**src/rtl/i2c_seq_pkg.sv**
```systemverilog
// Shared types for the I2C command sequencer: command payload, FSM state encoding and bus widths.
package i2c_seq_pkg;

    localparam int unsigned ADDR_W = 7;
    localparam int unsigned DATA_W = 8;

    typedef struct packed {
        logic              rw;
        logic [ADDR_W-1:0] addr;
        logic [DATA_W-1:0] wdata;
    } cmd_t;

    typedef enum logic [1:0] {
        SEQ_IDLE  = 2'd0,
        SEQ_ISSUE = 2'd1,
        SEQ_WAIT  = 2'd2,
        SEQ_RESP  = 2'd3
    } seq_state_e;

endpackage

```
**src/rtl/i2c_cmd_fifo.sv**
```systemverilog
// Synchronous command FIFO of cmd_t; pointers carry an extra wrap bit to tell full from empty.
module i2c_cmd_fifo
    import i2c_seq_pkg::*;
#(
    parameter int unsigned DEPTH = 4
) (
    input  logic                       clk,
    input  logic                       reset,
    input  logic                       push,
    input  cmd_t                       push_data,
    input  logic                       pop,
    output cmd_t                       pop_data,
    output logic                       full,
    output logic                       empty,
    output logic [$clog2(DEPTH+1)-1:0] level
);

    localparam int unsigned PTR_W = $clog2(DEPTH);
    localparam int unsigned LVL_W = $clog2(DEPTH + 1);

    cmd_t             mem_q [DEPTH];
    logic [PTR_W:0]   wr_ptr_q, wr_ptr_d;
    logic [PTR_W:0]   rd_ptr_q, rd_ptr_d;
    logic             push_ok_c;
    logic             pop_ok_c;

    always_comb begin
        push_ok_c = push & ~full;
        pop_ok_c  = pop & ~empty;
        wr_ptr_d  = wr_ptr_q + (PTR_W + 1)'(push_ok_c);
        rd_ptr_d  = rd_ptr_q + (PTR_W + 1)'(pop_ok_c);
    end

    always_ff @(posedge clk or posedge reset) begin
        if (reset) begin
            wr_ptr_q <= '0;
            rd_ptr_q <= '0;
        end else begin
            wr_ptr_q <= wr_ptr_d;
            rd_ptr_q <= rd_ptr_d;
        end
    end

    // Storage needs no reset: entries are only read between a push and its pop.
    always_ff @(posedge clk) begin
        if (push_ok_c) begin
            mem_q[wr_ptr_q[PTR_W-1:0]] <= push_data;
        end
    end

    assign pop_data = mem_q[rd_ptr_q[PTR_W-1:0]];
    assign empty    = (wr_ptr_q == rd_ptr_q);
    assign full     = (wr_ptr_q[PTR_W] != rd_ptr_q[PTR_W]) &&
                      (wr_ptr_q[PTR_W-1:0] == rd_ptr_q[PTR_W-1:0]);
    assign level    = LVL_W'(wr_ptr_q - rd_ptr_q);

endmodule

```
**src/rtl/i2c_cmd_sequencer.sv**
```systemverilog
// Command stage in front of the I2C master: queues commands, issues one at a time, returns in-order responses.
// Optional WAIT-state watchdog enabled by defining I2C_SEQ_TIMEOUT_EN.
module i2c_cmd_sequencer
    import i2c_seq_pkg::*;
#(
    parameter int unsigned DEPTH          = 4,
    parameter int unsigned TIMEOUT_CYCLES = 64
) (
    input  logic                       clk,
    input  logic                       reset,
    input  logic                       cmd_valid,
    output logic                       cmd_ready,
    input  logic                       cmd_rw,
    input  logic [ADDR_W-1:0]          cmd_addr,
    input  logic [DATA_W-1:0]          cmd_wdata,
    output logic                       mst_en,
    output logic                       mst_rw,
    output logic [ADDR_W-1:0]          mst_addr,
    output logic [DATA_W-1:0]          mst_wdata,
    input  logic [DATA_W-1:0]          mst_rdata,
    input  logic                       mst_done,
    output logic                       rsp_valid,
    input  logic                       rsp_ready,
    output logic                       rsp_rw,
    output logic [ADDR_W-1:0]          rsp_addr,
    output logic [DATA_W-1:0]          rsp_rdata,
    output logic                       rsp_err,
    output logic                       busy,
    output logic [$clog2(DEPTH+1)-1:0] fifo_level
);

    localparam logic [1:0] ST_IDLE  = SEQ_IDLE;
    localparam logic [1:0] ST_ISSUE = SEQ_ISSUE;
    localparam logic [1:0] ST_WAIT  = SEQ_WAIT;
    localparam logic [1:0] ST_RESP  = SEQ_RESP;

    logic [1:0]        state_q, state_d;
    logic              done_q;
    logic              done_edge_c;
    logic              pop_c;
    logic              fifo_full, fifo_empty;
    cmd_t              head;
    cmd_t              cmd_in;

    logic              mst_en_q, mst_en_d;
    logic              mst_rw_q, mst_rw_d;
    logic [ADDR_W-1:0] mst_addr_q, mst_addr_d;
    logic [DATA_W-1:0] mst_wdata_q, mst_wdata_d;
    logic              rsp_valid_q, rsp_valid_d;
    logic              rsp_rw_q, rsp_rw_d;
    logic [ADDR_W-1:0] rsp_addr_q, rsp_addr_d;
    logic [DATA_W-1:0] rsp_rdata_q, rsp_rdata_d;
    logic              busy_q, busy_d;

`ifdef I2C_SEQ_TIMEOUT_EN
    localparam int unsigned WDOG_W = $clog2(TIMEOUT_CYCLES + 1);
    logic [WDOG_W-1:0] wdog_q, wdog_d;
    logic              rsp_err_q, rsp_err_d;
`else
    logic              unused_timeout_c;
    assign unused_timeout_c = ^32'(TIMEOUT_CYCLES);
`endif

    assign cmd_ready   = ~fifo_full;
    assign cmd_in      = '{rw: cmd_rw, addr: cmd_addr, wdata: cmd_wdata};
    assign done_edge_c = mst_done & ~done_q;

    i2c_cmd_fifo #(
        .DEPTH (DEPTH)
    ) u_fifo (
        .clk       (clk),
        .reset     (reset),
        .push      (cmd_valid & cmd_ready),
        .push_data (cmd_in),
        .pop       (pop_c),
        .pop_data  (head),
        .full      (fifo_full),
        .empty     (fifo_empty),
        .level     (fifo_level)
    );

    // Next-state and output decode; mst_en_d anticipates the ISSUE cycle so the pulse is registered.
    always_comb begin
        state_d     = state_q;
        pop_c       = 1'b0;
        mst_en_d    = 1'b0;
        mst_rw_d    = mst_rw_q;
        mst_addr_d  = mst_addr_q;
        mst_wdata_d = mst_wdata_q;
        rsp_valid_d = rsp_valid_q;
        rsp_rw_d    = rsp_rw_q;
        rsp_addr_d  = rsp_addr_q;
        rsp_rdata_d = rsp_rdata_q;
`ifdef I2C_SEQ_TIMEOUT_EN
        wdog_d      = wdog_q;
        rsp_err_d   = rsp_err_q;
`endif
        case (state_q)
            ST_IDLE: begin
                if (!fifo_empty) begin
                    pop_c       = 1'b1;
                    mst_rw_d    = head.rw;
                    mst_addr_d  = head.addr;
                    mst_wdata_d = head.wdata;
                    mst_en_d    = 1'b1;
                    state_d     = ST_ISSUE;
                end
            end
            ST_ISSUE: begin
`ifdef I2C_SEQ_TIMEOUT_EN
                wdog_d  = '0;
`endif
                state_d = ST_WAIT;
            end
            ST_WAIT: begin
                if (done_edge_c) begin
                    rsp_valid_d = 1'b1;
                    rsp_rw_d    = mst_rw_q;
                    rsp_addr_d  = mst_addr_q;
                    rsp_rdata_d = mst_rw_q ? mst_rdata : '0;
`ifdef I2C_SEQ_TIMEOUT_EN
                    rsp_err_d   = 1'b0;
`endif
                    state_d     = ST_RESP;
                end
`ifdef I2C_SEQ_TIMEOUT_EN
                else if (wdog_q == WDOG_W'(TIMEOUT_CYCLES - 1)) begin
                    rsp_valid_d = 1'b1;
                    rsp_rw_d    = mst_rw_q;
                    rsp_addr_d  = mst_addr_q;
                    rsp_rdata_d = '0;
                    rsp_err_d   = 1'b1;
                    state_d     = ST_RESP;
                end else begin
                    wdog_d = wdog_q + WDOG_W'(1);
                end
`endif
            end
            ST_RESP: begin
                if (rsp_ready) begin
                    rsp_valid_d = 1'b0;
                    state_d     = ST_IDLE;
                end
            end
            default: state_d = ST_IDLE;
        endcase
        busy_d = (state_d != ST_IDLE);
    end

    always_ff @(posedge clk or posedge reset) begin
        if (reset) begin
            state_q     <= ST_IDLE;
            done_q      <= 1'b0;
            mst_en_q    <= 1'b0;
            mst_rw_q    <= 1'b0;
            mst_addr_q  <= '0;
            mst_wdata_q <= '0;
            rsp_valid_q <= 1'b0;
            rsp_rw_q    <= 1'b0;
            rsp_addr_q  <= '0;
            rsp_rdata_q <= '0;
            busy_q      <= 1'b0;
        end else begin
            state_q     <= state_d;
            done_q      <= mst_done;
            mst_en_q    <= mst_en_d;
            mst_rw_q    <= mst_rw_d;
            mst_addr_q  <= mst_addr_d;
            mst_wdata_q <= mst_wdata_d;
            rsp_valid_q <= rsp_valid_d;
            rsp_rw_q    <= rsp_rw_d;
            rsp_addr_q  <= rsp_addr_d;
            rsp_rdata_q <= rsp_rdata_d;
            busy_q      <= busy_d;
        end
    end

`ifdef I2C_SEQ_TIMEOUT_EN
    always_ff @(posedge clk or posedge reset) begin
        if (reset) begin
            wdog_q    <= '0;
            rsp_err_q <= 1'b0;
        end else begin
            wdog_q    <= wdog_d;
            rsp_err_q <= rsp_err_d;
        end
    end

    assign rsp_err = rsp_err_q;
`else
    assign rsp_err = 1'b0;
`endif

    assign mst_en    = mst_en_q;
    assign mst_rw    = mst_rw_q;
    assign mst_addr  = mst_addr_q;
    assign mst_wdata = mst_wdata_q;
    assign rsp_valid = rsp_valid_q;
    assign rsp_rw    = rsp_rw_q;
    assign rsp_addr  = rsp_addr_q;
    assign rsp_rdata = rsp_rdata_q;
    assign busy      = busy_q;

endmodule
```
**config.mk**
```make
export PLATFORM = sky130hd
export DESIGN_NAME = i2c_cmd_sequencer
export DESIGN_NICKNAME = d
export VERILOG_FILES = /design/src/rtl/i2c_seq_pkg.sv /design/src/rtl/i2c_cmd_fifo.sv /design/src/rtl/i2c_cmd_sequencer.sv
export SDC_FILE = /design/constraint.sdc
export NUM_CORES = 1
export LEC_CHECK = 0
export CORE_ASPECT_RATIO = 1.4
export CORE_MARGIN = 2
export CORE_UTILIZATION = 55
export CTS_BUF_LIST = sky130_fd_sc_hd__clkbuf_16
export CTS_CLUSTER_DIAMETER = 120
export DETAILED_ROUTE_END_ITERATION = 8
export DONT_BUFFER_PORTS = 1
export PLACE_DENSITY = 0.73
export SYNTH_ARGS = -nofsm -noshare
export SYNTH_HDL_FRONTEND = slang
export SYNTH_SLANG_ARGS = --single-unit
```
**constraint.sdc**
```tcl
create_clock -name clk -period 3.4 [get_ports clk]
set_clock_uncertainty 0.15 [all_clocks]
set_input_delay 0.34 -clock clk [delete_from_list [all_inputs] [get_ports clk]]
set_output_delay 0.34 -clock clk [all_outputs]
set_load 0.01 [all_outputs]
```
Yosys cells after proc, flatten, opt, wreduce, memory -nomap -nowiden
Memories as Yosys holds them, arrays and structs flattened. A register that Yosys moved wholly into a read port is not among the register bits.
Cells that the tools add are included.

storage, ports and cells
  logic and storage cells = 48
  bits of input ports = 29
  flip-flop bits (word level) = 28
  RAM bits = 64
  memories = 1
  output and inout bits = 40

memory list
  name          words  bits a word  rd ports  clocked after Yosys merged registers in  write ports  line                source
  u_fifo.mem_q  4      16           1         1                                        1            i2c_cmd_fifo.sv:21  cmd_t mem_q [DEPTH];

cells by class
  add/subtract/negate cells = 3
  bitwise logic cells = 7
  reductions and logical operators = 7
  multiplexer cells = 12
  eq/ne operators = 8

operators with widths
  kind                                                                    number
  8-bit two-way mux                                                       1
  2-bit case mux with 4 select lines                                      1
  3-bit by 1-bit adder with 3-bit output                                  2
  1-bit two-way mux                                                       6
  2-bit two-way mux                                                       3
  1-bit AND                                                               4
  2-bit equality test (second input constant)                             2
  2-bit inequality test (second input constant)                           2
  2-bit AND reduction                                                     2
  2-bit nonzero test                                                      2
  3-bit equality test                                                     1
  1-bit inverter                                                          3
  3-bit AND reduction                                                     1
  3-bit subtractor                                                        1
  2-bit by 1-bit equality test with 1-bit output (second input constant)  1
  2-bit equality test                                                     1
  2-bit logical NOT                                                       1
  1-bit case mux with 2 select lines                                      1
  1-bit logical AND                                                       1
  1-bit inequality test                                                   1

Longest topological paths before layout
  depth after elaboration = 7
  mapped depth = 10
  gate-level depth less buffers = 8

Hierarchy
From an unflattened synthesis, not the netlist that was laid out.

unflattened totals
  cell total of the unflattened synthesis = 224
  area, all modules = 4261.6 um^2

by module, submodules not included
  module             cells each  sequential area each (um^2)  area an instance (um^2)  times used
  i2c_cmd_fifo       120         2072.0                       2737.6                   1
  i2c_cmd_sequencer  104         950.9                        1524.0                   1

Worst setup path after synthesis
OpenSTA, ideal clock, no wires.

  path type = register to register
  start point = register u_fifo.rd_ptr_q[1]
  end point = memory u_fifo.mem_q[2][0] (netlist bit), enable pin
  stages on the path, launching flop included = 8
  path buffers = 2
  data arrival time = 2648 ps
  data required time = 2841 ps
  clock period less this slack = 3208 ps
  path slack = 192 ps
  cell sequence = dfrtp_1 clkbuf_1 buf_2 inv_1 ha_1 nand2_1 o21ai_0 nor3_1

on the way
  longest elaborated chain between the ends = 7

ends and longest elaborated chain
  what                                       line                                         source
  start: declaration                         i2c_cmd_fifo.sv:23                           logic [PTR_W:0] rd_ptr_q, rd_ptr_d;
  start signal: assignment                   i2c_cmd_fifo.sv:40                           rd_ptr_q <= rd_ptr_d;
  2-bit equality test *                      i2c_cmd_fifo.sv:54                           (wr_ptr_q[PTR_W-1:0] == rd_ptr_q[PTR_W-1:0]);
  1-bit logical AND *                        i2c_cmd_fifo.sv:53                           assign full = (wr_ptr_q[PTR_W] != rd_ptr_q[PTR_W]) &&
  1-bit inverter *                           i2c_cmd_fifo.sv:28, i2c_cmd_sequencer.sv:64
  1-bit AND                                  i2c_cmd_sequencer.sv:73                      .push (cmd_valid & cmd_ready),
  1-bit AND *                                i2c_cmd_fifo.sv:28                           push_ok_c = push & ~full;
  1-bit two-way mux *                        i2c_cmd_fifo.sv:46                           if (push_ok_c) begin
  1-bit two-way mux (not written as such) *  i2c_cmd_fifo.sv:47                           mem_q[wr_ptr_q[PTR_W-1:0]] <= push_data;
  end: declaration                           i2c_cmd_fifo.sv:21

Every way passes the cells marked *; elsewhere a longest branch is shown, timed or not.

Final worst setup path
  start point = register u_fifo.wr_ptr_q[0]
  end point = register u_fifo.wr_ptr_q[2]

on the way
  longest elaborated chain between the ends = 6

ends and longest elaborated chain
  what                                      line                                         source
  start: declaration                        i2c_cmd_fifo.sv:22                           logic [PTR_W:0] wr_ptr_q, wr_ptr_d;
  start signal: assignment                  i2c_cmd_fifo.sv:39                           wr_ptr_q <= wr_ptr_d;
  2-bit equality test                       i2c_cmd_fifo.sv:54
  1-bit logical AND                         i2c_cmd_fifo.sv:53
  1-bit inverter                            i2c_cmd_fifo.sv:28, i2c_cmd_sequencer.sv:64
  1-bit AND                                 i2c_cmd_sequencer.sv:73
  1-bit AND                                 i2c_cmd_fifo.sv:28
  3-bit by 1-bit adder with 3-bit output *  i2c_cmd_fifo.sv:30                           wr_ptr_d = wr_ptr_q + (PTR_W + 1)'(push_ok_c);
  via u_fifo.wr_ptr_d[2]                    i2c_cmd_fifo.sv:22

Mark *: on every way through the listed nets, which the timed path passes. The rest lies on a longest branch.
A chain may end at the register's enable or synchronous reset.

==> results.toml <==
[outcome]
outcome = "complete, no violations"

[critical_path]
cp-start-kind = "register"
critPathRequiredTime_ns = 3.47
critPathMaxFanout = 5
r2r-end = "u_fifo.wr_ptr_q[2]"
regToRegSetupSlack_ns = 0.97
reg2reg_from = "u_fifo.wr_ptr_q[0]"
critPathKind = "register to register"
rr_worst_depth = 8
critPathArrivalTime_ns = 2.50
critPathCaptureType = "register"

[clock_network]
cts_buffer_depth = 2
clockRootBuffer = "clkbuf_16"
cts_sinks = 108
post_cts_buffers = 0
htreeDepth = 3
cts-resized-gates = 0
clk_latency_ns = 0.33
tritoncts = "done"
cts_inserted_buffers = 9
cts_hold_buf = 21
clk_pin_slew_ns = 0.07

[global_route]
grt_pass1_wl_um = 10400
grt_max_degree = 45
grt_use_total_pct = 17.4
grt_pass1_vias = 1981
grt_antenna_before_repair = 0
overflow = 0

[synth]
synth_nets = 257
yosysSeqAreaShare_pct = 74.0
syn_area_per_cell_um2 = 18.5
yosysTopAreaCell = "edfxtp_1"
synth.area.top_cells = "edfxtp_1, dfrtp_1, mux4_2"
synth_warnings = 0
synthesis.area_um2 = 4080
ys.flop_type = "edfxtp_1"
synth_edf_count = 64
synth_cell_type_count = 23
synth-seq-cells = 108
yosys.area.top_type_share_pct = 47.1
async_reset_ff_share_pct = 40.7
synth_cells = 221

[route]
drtPass1Iterations = 4
drc = 0
drt_wl_total_um = 6400
vias = 1900
ant_nets = 0
post_drt_wl_per_cell_um = 18.2
initialDrtViolationCount = 94
post_drt_via_cell_ratio = 5.41

[placed_design]
gp_congestion = 0.837
port_buffers = 0
dp_hpwl_um = 3900
placed_cell_area_um2 = 4210

[sta]
tns_ns = 0
slew_headroom_pct = 32.0
fmax_mhz = 412
drv_slew = 0
min_period_over_period_pct = 71.4
rsz0062_at_grt = "false"
setup_viol = 0
max_slew.worst_pin.slew_ns = 1.01
finalHoldViolCount = 0
fin_crit_ns = 2.43

[finish]
nets = 285
drive_gt1_share_pct = 27.6
mostFrequentLayoutCells = "edfxtp_1, dfrtp_1, mux2_2, dlygate4sd3_1, nand2_1"
area_growth_pct = 15.0
final_common_cell = "edfxtp_1"
diodes = 0
stdcell_area_um2 = 4700

[hold_path]
hold_depth = 2
worstHoldStart = "mst_rdata[0]"
min_to = "rsp_rdata[0]"
hp-class = "input pin to register"

[die]
io_pins = 69
dieArea_um2 = 8140
core_area_um2 = 7270
dieHeight_um = 106
floorplan.initialDensity_pct = 56.2
chipWidth_um = 76.8
num_rows = 37

[pwr]
pwr_density_cell_nw_per_um2 = 909
power.leakage_nw = 1.78
worst_ir_drop_vdd_uv = 422

[run]
maxCapViolCount = 0
-- worst max-delay path by stage --
stage	startpoint	to	slack (ns)	cells after the start
2_1_floorplan	u_fifo.rd_ptr_q[1]	u_fifo.mem_q[2][0]	0.19	7
3_3_place_gp	u_fifo.wr_ptr_q[0]	u_fifo.wr_ptr_q[2]	1.07	8
6_report	u_fifo.wr_ptr_q[0]	u_fifo.wr_ptr_q[2]	0.97	8
3_5_place_dp	u_fifo.wr_ptr_q[0]	u_fifo.wr_ptr_q[2]	0.97	8
4_1_cts	u_fifo.wr_ptr_q[0]	u_fifo.wr_ptr_q[2]	0.95	8
5_1_grt	u_fifo.wr_ptr_q[0]	u_fifo.wr_ptr_q[2]	0.85	8
-- report_power, final --
part | leakage [nW] | total (mW) | switching [mW] | internal (mW)
registers | 1.12 | 2.19 | 0.341 | 1.85
clock network | 0.129 | 0.941 | 0.442 | 0.500
logic | 0.535 | 1.14 | 0.571 | 0.567
-- kinds of logic (layout without fill, tap and decap cells) --
family	count (synthesis)	after routing	synth area share, %
AO/OA/AOI/OAI	12	12	1.69
AND/OR/NAND/NOR	28	28	3.00
other	1	1	0.0918
flip-flops	108	108	74.0
XOR/XNOR	4	4	0.858
multiplexers	40	40	15.4
buffers and inverters	21	54	2.57
adder cells (fa/ha/maj)	7	7	2.33
-- synthesized netlist by cell type (3+ instances only) --
| cell | n |
|---|---|
| dfrtp_1 | 44 |
| edfxtp_1 | 64 |
| ha_1 | 6 |
| nand2_1 | 20 |
| buf_2 | 3 |
| o21ai_0 | 10 |
| mux2_2 | 24 |
| mux4_2 | 16 |
| inv_1 | 10 |
| nor3_1 | 4 |
-- flip-flops by register name, summed over array words and instances (netlist names) --
signal / count
busy: 1
state_q: 2
mst_wdata: 8
mst_en: 1
u_fifo.mem_q: 64
mst_addr: 7
rsp_addr: 7
mst_rw: 1
done_q: 1
u_fifo.wr_ptr_q: 3
rsp_valid: 1
rsp_rdata: 8
u_fifo.rd_ptr_q: 3
rsp_rw: 1
-- metrics by stage --
step / setup slack, ns / hold WS (ns) / instances / util (%) / power [mW]
after floorplan: 0.192 / 0.221 / 221 / - / 3.08
after global placement: 1.07 / 0.222 / 314 / 57.9 / 3.31
after detailed placement: 0.969 / 0.222 / 314 / 57.9 / 3.36
after CTS: 0.953 / 0.00366 / 351 / 64.6 / 4.34
after global routing: 0.845 / 0.0151 / 351 / 64.6 / 4.54
final: 0.971 / 0.0111 / 351 / 64.6 / 4.27
-- worst max-delay path, cell delays in order (launching register included) --
cell	delay (ns)
dfrtp_1	0.41
inv_1	0.11
ha_1	0.34
nand2_1	0.07
o21ai_0	0.60
inv_1	0.10
ha_1	0.21
ha_1	0.18
xor2_1	0.14
-- per-layer routing --
metal	routed length, um	track usage [%]
met2	3220	28.2
met4	147	8.96
met1	2700	22.1
met3	322	3.90
met5	0	0
-- area by class of cell --
class	instances	area, um2
clock inverters	7	52.6
clock buffers	9	225
multi-input cells	92	976
fillers	523	2570
flip-flops and latches	108	3020
repair buffers	28	263
well taps	97	121
inverters	10	37.5
Power figures use the tool's default switching activity.
